--- src/rtl/mem_arbiter.sv ---
// rtl/mem_arbiter.sv - fetch/data SRAM port arbiter with starvation guard
module mem_arbiter #(
  parameter int STARVE_LIMIT = 3
) (
  input  logic        mem_clk,
  input  logic        reset,
  input  logic        if_req,
  input  logic [29:0] if_pc,
  output logic        if_gnt,
  output logic        if_rvalid,
  output logic [31:0] if_rdata,
  input  logic        d_req,
  input  logic        d_we,
  input  logic [29:0] d_addr,
  input  logic [31:0] d_wdata,
  output logic        d_gnt,
  output logic        d_rvalid,
  output logic [31:0] d_rdata,
  output logic        mem_select,
  output logic [29:0] mem_d_pc,
  output logic [29:0] mem_addr,
  output logic [31:0] mem_data,
  output logic        mem_wren,
  input  logic [31:0] mem_q
);

  typedef enum logic {
    NORMAL   = 1'b0,
    FORCE_IF = 1'b1
  } state_t;

  localparam logic [3:0] LIMIT = 4'(STARVE_LIMIT);

  state_t     r_state;
  state_t     w_state_nxt;
  logic [3:0] r_cnt;
  logic [3:0] w_cnt_nxt;
  logic [3:0] w_cnt_inc;
  logic       w_if_gnt;
  logic       w_d_gnt;
  logic       r_pend_if;
  logic       r_pend_d;

  assign w_cnt_inc = r_cnt + 4'd1;

  // Arbiter state and starvation counter; reset forces data-priority mode
  always_ff @(posedge mem_clk or posedge reset) begin
    if (reset) begin
      r_state <= NORMAL;
      r_cnt   <= 4'd0;
    end else begin
      r_state <= w_state_nxt;
      r_cnt   <= w_cnt_nxt;
    end
  end

  // Grant selection and next-state: data wins unless fetch is owed a turn
  always_comb begin
    w_if_gnt    = 1'b0;
    w_d_gnt     = 1'b0;
    w_state_nxt = NORMAL;
    w_cnt_nxt   = 4'd0;
    if (!reset) begin
      if (r_state == FORCE_IF && if_req) begin
        w_if_gnt = 1'b1;
      end else if (d_req) begin
        w_d_gnt = 1'b1;
      end else if (if_req) begin
        w_if_gnt = 1'b1;
      end
      // A lost fetch cycle counts toward the limit; reaching it owes fetch the next cycle
      if (if_req && !w_if_gnt) begin
        if (w_cnt_inc == LIMIT) begin
          w_state_nxt = FORCE_IF;
          w_cnt_nxt   = 4'd0;
        end else begin
          w_cnt_nxt = w_cnt_inc;
        end
      end
    end
  end

  // Remember which requester owns the read data returning next cycle
  always_ff @(posedge mem_clk or posedge reset) begin
    if (reset) begin
      r_pend_if <= 1'b0;
      r_pend_d  <= 1'b0;
    end else begin
      r_pend_if <= w_if_gnt;
      r_pend_d  <= w_d_gnt & ~d_we;
    end
  end

  assign if_gnt     = w_if_gnt;
  assign d_gnt      = w_d_gnt;
  assign mem_select = ~w_d_gnt;
  assign mem_wren   = w_d_gnt & d_we;
  assign mem_d_pc   = if_pc;
  assign mem_addr   = d_addr;
  assign mem_data   = d_wdata;
  assign if_rvalid  = r_pend_if;
  assign d_rvalid   = r_pend_d;
  assign if_rdata   = mem_q;
  assign d_rdata    = mem_q;

endmodule

--- config.mk ---
export PLATFORM = sky130hd
export DESIGN_NAME = mem_arbiter
export DESIGN_NICKNAME = d
export VERILOG_FILES = /design/src/rtl/mem_arbiter.sv
export SDC_FILE = /design/constraint.sdc
export NUM_CORES = 1
export LEC_CHECK = 0
export BUFFER_PORTS_ARGS = -buffer_cell sky130_fd_sc_hd__buf_4
export CORE_AREA = 2 2 112 114
export DETAILED_ROUTE_END_ITERATION = 7
export DIE_AREA = 0 0 114 116
export GPL_TIMING_DRIVEN = 0
export HOLD_SLACK_MARGIN = 0.12
export SYNTH_ARGS = -nofsm -noshare
export SYNTH_HDL_FRONTEND = slang
export SYNTH_SLANG_ARGS = --single-unit
--- constraint.sdc ---
create_clock -name mem_clk -period 1.4 [get_ports mem_clk]
set_clock_uncertainty 0.15 [all_clocks]
set_input_delay 0.21 -clock mem_clk [delete_from_list [all_inputs] [get_ports mem_clk]]
set_output_delay 0.21 -clock mem_clk [all_outputs]
set_load 0.05 [all_outputs]
==> load_flow_metrics.sql, run 1 <==
INSERT INTO impl_metrics (metric_group, metric, value, unit) VALUES
('layout', 'most-common-layout-cells', '326 x sky130_fd_sc_hd__buf_4, 5 x sky130_fd_sc_hd__dfrtp_1, 3 x sky130_fd_sc_hd__nor2_1, 3 x sky130_fd_sc_hd__clkbuf_16, 3 x sky130_fd_sc_hd__buf_8', ''),
('synthesis', 'postSynthAreaPerCell', '8.28', 'um2'),
('layout', 'final_area', '3290', 'um2'),
('worst_setup_path', 'slowest_stage', 'sky130_fd_sc_hd__dfrtp_2', ''),
('clock_network', 'cts_buffers', '3', ''),
('drt', 'wl_per_cell', '10.6', 'um'),
('drt', 'drt_first_iter_violations', '17', ''),
('timing', 'post-route-period-util', '109', '%'),
('floorplanning', 'fp.coreArea', '11900', 'um2'),
('floorplanning', 'die_width', '114', 'um'),
('floorplanning', 'die_footprint', '13200', 'um2'),
('floorplanning', 'fp-row-count', '40', ''),
('grt', 'grt.overflow.total', '0', ''),
('run_status', 'outcome', 'complete, but fails checks', ''),
('synthesis', 'yosys-top-cells-area', 'sky130_fd_sc_hd__buf_4 74%, sky130_fd_sc_hd__dfrtp_1 11%, sky130_fd_sc_hd__xnor2_1 1.7%', ''),
('job', 'max_cap_viol_count', '0', ''),
('synthesis', 'syn_area', '1570', 'um2'),
('clock_network', 'clock_path_buffers', '2', ''),
('timing', 'timing.final.setup_violations', '6', ''),
('timing', 'grt_setup_unrepaired', 'true', ''),
('power_and_ir_drop', 'netSwitchingPower', '1.17', 'mW'),
('worst_setup_path', 'timing.critical_path.buf_inv', '1', ''),
('worst_setup_path', 'cp_max_fo', '3', ''),
('timing', 'timing.final.crit_period', '1.52', 'ns'),
('synthesis', 'post-synth-top-area-cell', 'sky130_fd_sc_hd__buf_4', ''),
('layout', 'drive_above_1_share', '95.1', '%'),
('power_and_ir_drop', 'leakagePower', '1.83', 'nW'),
('drt', 'drt_pre_antenna_iters', '3', ''),
('worst_setup_path', 'max_stage_delay', '0.39', 'ns'),
('worst_setup_path', 'crit_chain', 'nand2_1, and3_4, and2_4, buf_8', ''),
('placed_design', 'gp_routability_congestion', '0.753', ''),
('timing', 'fmaxAchievable', '0.656', 'GHz'),
('timing', 'final.setup.tns', '-0.345', 'ns'),
('worst_setup_path', 'setup.reg_to_reg.worst_slack', '-0.03', 'ns'),
('grt', 'grt_antenna_before_repair', '0', ''),
('floorplanning', 'die_h', '116', 'um'),
('worst_setup_path', 'cp.required', '1.04', 'ns'),
('placed_design', 'dp.final_hpwl', '4.88', 'mm'),
('synthesis', 'synth.yosys.warnings', '0', ''),
('layout', 'layout_overhead_on_the_synthesized_area', '109', '%'),
('synthesis', 'synth.yosys.seq_area_share', '11.1', '%'),
('floorplanning', 'floorplan.initialDensity', '13.2', '%'),
('grt', 'maximum_number_of_pins_on_one_net_before_global_route_repair', '8', ''),
('clock_network', 'cts.sink_count', '7', ''),
('power_and_ir_drop', 'sw_frac_of_total', '49.1', '%'),
('drt', 'route.detailed.vias_per_inst', '3.20', ''),
('timing', 'timing.final.max_slew_violations', '0', ''),
('timing', 'setup_ws', '-0.124', 'ns'),
('grt', 'first_global_vias', '1436', ''),
('clock_network', 'cts_tree', 'yes', ''),
('worst_setup_path', 'cp.arrival', '1.16', 'ns'),
('worst_setup_path', 'startpoint_type', 'flop', ''),
('placed_design', 'port_buffers', '166', ''),
('timing', 'worst_pin_slew', '0.353', 'ns'),
('power_and_ir_drop', 'power.share.combinational', '70.5', '%'),
('power_and_ir_drop', 'seq_power_share', '8.8', '%'),
('synthesis', 'proportion_of_netlist_area_held_by_the_largest_area_contributor', '74.5', '%'),
('layout', 'antennaDiodeCount', '0', ''),
('floorplanning', 'ios', '291', ''),
('timing', 'hold_viol_final', '0', ''),
('run_status', 'violations', 'negative setup slack', ''),
('clock_network', 'cts.clk_slew.worst_paths', '0.04', 'ns'),
('drt', 'post-route-drc-count', '0', ''),
('grt', 'grt_first_pass_wirelength', '6.98', 'mm'),
('timing', 'worst_case_headroom_to_the_max_slew_limit', '76.3', '%'),
('layout', 'layout.nets', '503', ''),
('worst_hold_path', 'hold_path_class', 'primary input to flop', ''),
('synthesis', 'post_synth_num_cell_types', '19', ''),
('drt', 'detailroute.via_count', '1656', ''),
('worst_setup_path', 'critPathKind', 'flop to output port', ''),
('layout', 'final_common_cell', 'sky130_fd_sc_hd__buf_4', '');
## synthesized netlist by cell type, drive strengths merged
cell and instances:
dfrtp 7, inv 4, xnor2 3, nand2 2, nor2 3, nor2b 1
ha 2, a22o 1, a311oi 1, a2111oi 1, and2 2, buf 156
nand3 2, nor3b 1, nor4bb 1, nor4b 1, and3 2
## layout make-up
cell class	count	area [um2]
Sequential cell	7	178
Timing Repair Buffer	177	1360
Tap cell	147	184
Buffer	156	1170
Clock buffer	4	78.8
Inverter	4	21.3
Fill cell	1282	8620
Multi-Input combinational cell	23	295
## routing by layer
| layer | share of wire [%] | vias to the layer above | global-route usage (%) |
|---|---|---|---|
| li1 | - | 793 | - |
| met1 | 26 | 723 | 6.26 |
| met2 | 62 | 136 | 14.3 |
| met3 | 11 | 4 | 1.62 |
| met4 | 0.44 | 0 | 0.894 |
| met5 | 0 | - | 0 |
## worst register-to-register path, stage by stage (launching register included)
cell,delay [ns]
sky130_fd_sc_hd__dfrtp_2,0.45
sky130_fd_sc_hd__ha_4,0.20
sky130_fd_sc_hd__and3_4,0.19
sky130_fd_sc_hd__a2111oi_4,0.33
## state kept, by name, summed over array words and instances, names as in the netlist
| register | flops |
|---|---|
| d_rvalid | 1 |
| r_cnt | 4 |
| if_rvalid | 1 |
| r_state | 1 |
## repair_timing
action,in CTS,in global routing
endpoints found under the setup margin,6,7
pin swaps,3,7
setup buffers,7,2
endpoints found under the hold margin,9,1
resized for setup,17,5
## final timing paths
check,startpoint,depth (start not counted),end
max,r_state$_DFF_PP0_,4,mem_wren
min,reset,2,if_rvalid$_DFF_PP0_
max reg2reg,r_cnt[1]$_DFF_PP0_,3,r_cnt[1]$_DFF_PP0_
min reg2reg,r_cnt[1]$_DFF_PP0_,2,r_cnt[1]$_DFF_PP0_
max in group asynchronous,reset,4,r_cnt[1]$_DFF_PP0_
min in group asynchronous,reset,4,if_rvalid$_DFF_PP0_
## stage by stage
stage,hold slack [ns],setup slack (ns),instances,util [%],total power [mW]
after global placement,0.0405,-0.103,503,25.4,1.85
final,0.0632,-0.124,518,27.6,2.38
after global routing,0.0626,-0.164,518,27.6,2.45
after floorplan,-0.150,-0.0355,190,-,1.47
after CTS,0.0606,-0.129,516,27.3,2.39
after detailed placement,0.0467,-0.119,503,25.4,1.86
## cell families after synthesis
logic type / count (synthesis) / share of synthesized area (%)
and+or+nand+nor: 15 / 8.11
AOI/OAI and AO/OA: 3 / 2.07
DFF: 7 / 11.1
xor gates and xnor gates: 3 / 1.67
buffers and inverters: 160 / 75.4
adders and majority gates: 2 / 1.59
## power by group through the flow
stage / Sequential [mW] / Clock [mW] / Combinational (mW)
floorplan: 0.220 / 0 / 1.25
finish: 0.210 / 0.492 / 1.68
global route: 0.211 / 0.516 / 1.73
detailed placement: 0.212 / 0 / 1.65
CTS: 0.209 / 0.503 / 1.68
global placement: 0.212 / 0 / 1.64
(Power assumes the default switching activity.)
==> inputs of run 2 (changes only) <==
--- a/config.mk
+++ b/config.mk
@@ -11,6 +11,7 @@
 export DIE_AREA = 0 0 114 116
 export GPL_TIMING_DRIVEN = 0
 export HOLD_SLACK_MARGIN = 0.12
+export MAX_ROUTING_LAYER = met4
 export SYNTH_ARGS = -nofsm -noshare
 export SYNTH_HDL_FRONTEND = slang
 export SYNTH_SLANG_ARGS = --single-unit
==> run 2 against run 1 <==
The run still ends with negative setup slack left. Global-route usage rose by 0.20 points. Sequential share of layout area unchanged. Via count decreased by 0.24%. Clock power about the same. Sequential power hardly changed. Critical path type unchanged. Largest cell class unchanged. Largest power group unchanged.
==> load_flow_metrics.sql, run 2 (same netlist as run 1, synthesis figures left out) <==
INSERT INTO impl_metrics (metric_group, metric, value, unit) VALUES
('run_status', 'outcome', 'complete, but fails checks', ''),
('run_status', 'violations', 'negative setup slack', ''),
('clock_network', 'cts_buffers', '3', ''),
('grt', 'first_global_vias', '1437', ''),
('grt', 'grt_first_pass_wirelength', '6.97', 'mm'),
('timing', 'worst_pin_slew', '0.353', 'ns'),
('timing', 'timing.final.setup_violations', '6', ''),
('clock_network', 'clock_path_buffers', '2', ''),
('placed_design', 'dp.final_hpwl', '4.88', 'mm'),
('grt', 'use_met3', '1.31', '%'),
('worst_setup_path', 'r2r-start', 'r_cnt[1]$_DFF_PP0_', ''),
('worst_setup_path', 'cp.required', '1.04', 'ns'),
('timing', 'grt_setup_unrepaired', 'true', ''),
('power_and_ir_drop', 'power.share.combinational', '70.5', '%'),
('placed_design', 'dp_cells', '503', ''),
('power_and_ir_drop', 'clkPwrFrac', '20.7', '%'),
('timing', 'timing.final.max_slew_violations', '0', ''),
('layout', 'drive_above_1_share', '95.1', '%'),
('placed_design', 'dpl_cell_area', '3030', 'um2'),
('worst_setup_path', 'cp_max_fo', '3', ''),
('worst_setup_path', 'startpoint_type', 'flop', ''),
('worst_setup_path', 'critPathKind', 'flop to output port', ''),
('grt', 'grt_antenna_before_repair', '0', ''),
('layout', 'antennaDiodeCount', '0', ''),
('floorplanning', 'ios', '291', ''),
('drt', 'postRouteWirelength', '5.50', 'mm'),
('power_and_ir_drop', 'ir_drop', '331', 'uV'),
('layout', 'layout_overhead_on_the_synthesized_area', '109', '%'),
('clock_network', 'holdBufCountCts', '2', ''),
('grt', 'globalRouteTotalUtil', '6.80', '%'),
('power_and_ir_drop', 'leakagePower', '1.83', 'nW'),
('grt', 'global_route.usage.met2', '14.3', '%'),
('drt', 'detailroute.via_count', '1652', ''),
('clock_network', 'cts_tree', 'yes', ''),
('timing', 'post-route-period-util', '109', '%'),
('worst_setup_path', 'r2r_end', 'r_cnt[1]$_DFF_PP0_', ''),
('worst_setup_path', 'slowest_stage', 'sky130_fd_sc_hd__dfrtp_2', ''),
('clock_network', 'h-tree-depth', '1', ''),
('layout', 'postLayoutCoreUtil', '27.6', '%'),
('layout', 'regMostFlops', 'r_cnt', ''),
('floorplanning', 'fp-row-count', '40', ''),
('layout', 'final_area', '3290', 'um2'),
('job', 'max_cap_viol_count', '0', ''),
('timing', 'hold_viol_final', '0', ''),
('grt', 'grt-busiest-layer', 'met2', ''),
('drt', 'ant_nets', '0', ''),
('clock_network', 'clk-insertion-delay-late', '0.23', 'ns'),
('layout', 'layout.nets', '503', ''),
('drt', 'wl_per_cell', '10.6', 'um'),
('timing', 'setup_ws', '-0.124', 'ns'),
('clock_network', 'clock_tree.root_cell', 'sky130_fd_sc_hd__clkbuf_16', ''),
('timing', 'timing.final.crit_period', '1.52', 'ns'),
('floorplanning', 'fp.coreArea', '11900', 'um2'),
('worst_setup_path', 'critical_path.endpoint_type', 'output port', ''),
('power_and_ir_drop', 'power-per-cell-area', '722', 'nW/um2'),
('power_and_ir_drop', 'seq_power_share', '8.9', '%'),
('worst_setup_path', 'timing.critical_path.buf_inv', '1', ''),
('placed_design', 'placement.setup.worst_slack', '-0.119', 'ns'),
('power_and_ir_drop', 'power', '2.38', 'mW'),
('clock_network', 'cts.sink_count', '7', ''),
('power_and_ir_drop', 'power_report.internal_total', '1.21', 'mW'),
('placed_design', 'port_buffers', '166', ''),
('layout', 'most-common-layout-cells', '326 x sky130_fd_sc_hd__buf_4, 5 x sky130_fd_sc_hd__dfrtp_1, 3 x sky130_fd_sc_hd__nor2_1, 3 x sky130_fd_sc_hd__clkbuf_16, 3 x sky130_fd_sc_hd__buf_8', ''),
('floorplanning', 'die_width', '114', 'um'),
('worst_hold_path', 'worstHoldEndpoint', 'if_rvalid$_DFF_PP0_', ''),
('layout', 'post_layout_nonfiller_instances', '518', ''),
('drt', 'route.detailed.vias_per_inst', '3.19', ''),
('worst_setup_path', 'max_stage_delay', '0.39', 'ns'),
('floorplanning', 'die_footprint', '13200', 'um2'),
('floorplanning', 'floorplan.initialDensity', '13.2', '%'),
('timing', 'worst_case_headroom_to_the_max_slew_limit', '76.3', '%'),
('worst_setup_path', 'worstRegToRegCells', '3', ''),
('worst_setup_path', 'critical_path.top_delay_family', 'simple AND/OR/NAND/NOR gates', ''),
('worst_hold_path', 'timing.hold.worst.start', 'reset', ''),
('drt', 'post-route-drc-count', '0', ''),
('drt', 'drt_first_iter_violations', '17', ''),
('worst_hold_path', 'hold_path_class', 'primary input to flop', ''),
('timing', 'fmaxAchievable', '0.656', 'GHz'),
('layout', 'final_common_cell', 'sky130_fd_sc_hd__buf_4', ''),
('floorplanning', 'die_h', '116', 'um'),
('grt', 'groute.layer.met1.usage', '6.45', '%'),
('drt', 'drt_pre_antenna_iters', '3', ''),
('worst_hold_path', 'timing.hold.worst_path_depth', '2', ''),
('grt', 'grt.overflow.total', '0', ''),
('worst_setup_path', 'cp.arrival', '1.16', 'ns'),
('power_and_ir_drop', 'netSwitchingPower', '1.17', 'mW'),
('power_and_ir_drop', 'sw_frac_of_total', '49.1', '%'),
('worst_setup_path', 'setup.reg_to_reg.worst_slack', '-0.03', 'ns'),
('layout', 'largest_reg_flops', '4', ''),
('placed_design', 'gp_routability_congestion', '0.763', ''),
('worst_setup_path', 'crit_chain', 'nand2_1, and3_4, and2_4, buf_8', ''),
('grt', 'maximum_number_of_pins_on_one_net_before_global_route_repair', '8', ''),
('clock_network', 'cts.clk_slew.worst_paths', '0.04', 'ns');
[run 2: cell counts in the layout (fill, tap and decap cells not counted)]
Identical to the previous run, type by type.
[run 2: timing repair]
item	CTS	global route
setup buffers	7	2
pin swaps	3	7
resized for setup	17	5
gates cloned	0	0
hold endpoints to repair	9	1
endpoints found under the setup margin	6	7
[run 2: metrics by stage]
step	hold WS (ns)	TNS [ns]
2_1_floorplan	-0.150	-0.0700
3_3_place_gp	0.0405	-0.275
3_5_place_dp	0.0467	-0.369
4_1_cts	0.0606	-0.345
5_1_grt	0.0626	-0.620
6_report	0.0632	-0.345
[run 2: area by class of cell]
class	instances	area, um2
Inverter	4	21.3
Timing Repair Buffer	177	1360
Fill cell	1282	8620
Sequential cell	7	178
Tap cell	147	184
Multi-Input combinational cell	23	295
Clock buffer	4	78.8
Buffer	156	1170
[run 2: worst reg2reg max path: stages (launching register included)]
cell,delay [ns]
sky130_fd_sc_hd__dfrtp_2,0.45
sky130_fd_sc_hd__ha_4,0.20
sky130_fd_sc_hd__and3_4,0.19
sky130_fd_sc_hd__a2111oi_4,0.33
[run 2: how the worst max path moves through the flow]
stage | startpoint | endpoint | slack, ns | cells after the start
after floorplan | r_state$_DFF_PP0_ | mem_select | -0.04 | 3
after global placement | reset | mem_wren | -0.10 | 5
after detailed placement | reset | mem_wren | -0.12 | 5
after CTS | r_state$_DFF_PP0_ | mem_wren | -0.13 | 4
after global routing | r_state$_DFF_PP0_ | mem_wren | -0.16 | 4
final | r_state$_DFF_PP0_ | mem_wren | -0.12 | 4
[run 2: routing by layer]
| metal | share of wire [%] | vias up |
|---|---|---|
| met2 | 62 | 136 |
| met1 | 27 | 719 |
| li1 | - | 793 |
| met4 | 0.44 | 0 |
| met3 | 11 | 4 |
| met5 | 0 | - |
[run 2: power by group through the flow]
stage	registers, mW	logic, mW	clock network, mW
after floorplan	0.220	1.25	0
after global placement	0.212	1.64	0
after detailed placement	0.212	1.65	0
after CTS	0.209	1.68	0.503
after global routing	0.211	1.73	0.516
final	0.210	1.67	0.492
==> inputs of run 3 (changes only) <==
--- a/config.mk
+++ b/config.mk
@@ -15,3 +15,4 @@
 export SYNTH_ARGS = -nofsm -noshare
 export SYNTH_HDL_FRONTEND = slang
 export SYNTH_SLANG_ARGS = --single-unit
+export TNS_END_PERCENT = 30
==> run 3 against run 2 <==
The run still ends with negative setup slack left. Global-route usage fell by 0.34 points. Clock power hardly changed. Die area stayed put. First-iteration DRC count increased by 29%. Critical path depth did not move. Cell area down 3.8%. Largest power group unchanged.
==> load_flow_metrics.sql, run 3 (same netlist as run 1, synthesis figures left out) <==
INSERT INTO impl_metrics (metric_group, metric, value, unit) VALUES
('drt', 'route.detailed.vias_per_inst', '3.12', ''),
('clock_network', 'holdBufCountCts', '2', ''),
('clock_network', 'clock_path_buffers', '2', ''),
('timing', 'hold_viol_final', '0', ''),
('layout', 'drive_above_1_share', '93.7', '%'),
('worst_setup_path', 'max_stage_delay', '0.42', 'ns'),
('grt', 'maximum_number_of_pins_on_one_net_before_global_route_repair', '8', ''),
('worst_setup_path', 'startpoint_type', 'flop', ''),
('placed_design', 'dp.final_hpwl', '4.84', 'mm'),
('clock_network', 'clock_tree.root_cell', 'sky130_fd_sc_hd__clkbuf_16', ''),
('worst_setup_path', 'critical_path.endpoint_type', 'output port', ''),
('run_status', 'violations', 'negative setup slack', ''),
('floorplanning', 'ios', '291', ''),
('job', 'max_cap_viol_count', '0', ''),
('power_and_ir_drop', 'power-per-cell-area', '743', 'nW/um2'),
('layout', 'final_area', '3170', 'um2'),
('timing', 'grt_setup_unrepaired', 'true', ''),
('worst_setup_path', 'critical_path.top_delay_family', 'flip-flops', ''),
('grt', 'first_global_vias', '1378', ''),
('worst_setup_path', 'crit_chain', 'nand2_1, and3_4, and2_4, buf_8', ''),
('layout', 'regMostFlops', 'r_cnt', ''),
('worst_setup_path', 'cp.required', '1.04', 'ns'),
('grt', 'grt_first_pass_wirelength', '6.58', 'mm'),
('timing', 'worst_pin_slew', '0.320', 'ns'),
('floorplanning', 'die_h', '116', 'um'),
('clock_network', 'clk-insertion-delay-late', '0.23', 'ns'),
('placed_design', 'gp_routability_congestion', '0.834', ''),
('clock_network', 'cts_tree', 'yes', ''),
('power_and_ir_drop', 'leakagePower', '1.78', 'nW'),
('worst_setup_path', 'critPathKind', 'flop to output port', ''),
('timing', 'timing.final.max_slew_violations', '0', ''),
('grt', 'globalRouteTotalUtil', '6.46', '%'),
('timing', 'final.setup.tns', '-0.363', 'ns'),
('drt', 'ant_nets', '0', ''),
('drt', 'detailroute.via_count', '1590', ''),
('clock_network', 'cts_buffers', '3', ''),
('timing', 'setup_ws', '-0.135', 'ns'),
('power_and_ir_drop', 'ir_drop', '347', 'uV'),
('layout', 'largest_reg_flops', '4', ''),
('layout', 'final_common_cell', 'sky130_fd_sc_hd__buf_4', ''),
('floorplanning', 'die_width', '114', 'um'),
('placed_design', 'dp_cells', '503', ''),
('drt', 'drt_first_iter_violations', '22', ''),
('timing', 'worst_case_headroom_to_the_max_slew_limit', '78.6', '%'),
('placed_design', 'port_buffers', '166', ''),
('worst_setup_path', 'cp_max_fo', '3', ''),
('drt', 'drt_pre_antenna_iters', '4', ''),
('layout', 'layout.nets', '495', ''),
('power_and_ir_drop', 'power', '2.35', 'mW'),
('layout', 'postLayoutCoreUtil', '26.6', '%'),
('worst_setup_path', 'timing.critical_path.buf_inv', '1', ''),
('floorplanning', 'fp.coreArea', '11900', 'um2'),
('floorplanning', 'die_footprint', '13200', 'um2'),
('worst_hold_path', 'hold_path_class', 'primary input to flop', ''),
('timing', 'fmaxAchievable', '0.652', 'GHz'),
('clock_network', 'h-tree-depth', '1', ''),
('layout', 'layout_overhead_on_the_synthesized_area', '101', '%'),
('placed_design', 'placement.setup.worst_slack', '-0.205', 'ns'),
('timing', 'holdWs', '0.0650', 'ns'),
('layout', 'most-common-layout-cells', '320 x sky130_fd_sc_hd__buf_4, 6 x sky130_fd_sc_hd__dfrtp_1, 3 x sky130_fd_sc_hd__xnor2_1, 3 x sky130_fd_sc_hd__nor2_1, 3 x sky130_fd_sc_hd__clkbuf_16', ''),
('timing', 'timing.final.setup_violations', '6', ''),
('timing', 'post-route-period-util', '110', '%'),
('layout', 'post_layout_nonfiller_instances', '510', ''),
('grt', 'grt_antenna_before_repair', '0', ''),
('worst_setup_path', 'cp.arrival', '1.17', 'ns'),
('drt', 'wl_per_cell', '10.3', 'um'),
('timing', 'timing.final.crit_period', '1.53', 'ns'),
('floorplanning', 'floorplan.initialDensity', '13.2', '%'),
('layout', 'antennaDiodeCount', '0', ''),
('clock_network', 'cts.clk_slew.worst_paths', '0.04', 'ns'),
('worst_setup_path', 'slowest_stage', 'sky130_fd_sc_hd__dfrtp_2', ''),
('drt', 'postRouteWirelength', '5.28', 'mm'),
('run_status', 'outcome', 'complete, but fails checks', ''),
('drt', 'post-route-drc-count', '0', ''),
('placed_design', 'dpl_cell_area', '3020', 'um2'),
('clock_network', 'cts.sink_count', '7', ''),
('floorplanning', 'fp-row-count', '40', ''),
('grt', 'grt.overflow.total', '0', '');
[run 3: per-layer routing]
layer / share of wire (%) / GRT usage (%) / up-vias
li1: - / - / 775
met1: 27 / 5.73 / 672
met2: 62 / 14.1 / 141
met3: 10 / 0.941 / 2
met4: 0.32 / 1.22 / 0
met5: 0 / - / -
[run 3: worst paths after layout]
check,from,end,slack (ns),cells after the start
setup / recovery,r_state$_DFF_PP0_,mem_wren,-0.13,4
max in group asynchronous,reset,r_state$_DFF_PP0_,0.42,3
hold / removal,reset,if_rvalid$_DFF_PP0_,0.07,2
min in group asynchronous,reset,if_rvalid$_DFF_PP0_,0.42,3
setup reg to reg,r_cnt[0]$_DFF_PP0_,r_cnt[1]$_DFF_PP0_,-0.05,3
hold reg to reg,r_cnt[0]$_DFF_PP0_,r_cnt[0]$_DFF_PP0_,0.38,1
[run 3: area by class of cell]
class | instances | area, um2
fill | 1302 | 8740
tap | 147 | 184
inverter | 4 | 18.8
multi-input combinational | 23 | 249
clock buffer | 4 | 78.8
sequential | 7 | 176
buffer | 156 | 1170
timing repair buffer | 169 | 1290
[run 3: where the power goes]
part           internal, mW  switching [mW]  total, mW
Combinational         0.606            1.04       1.65
Sequential            0.207         0.00261      0.210
Clock                 0.379           0.113      0.492
Total                  1.19            1.16       2.35
[run 3: timing repair]
action,CTS,global route
hold endpoints to repair,9,1
buffers inserted,1,0
setup endpoints to repair,6,6
gates resized for setup,10,1
pin swaps,4,1
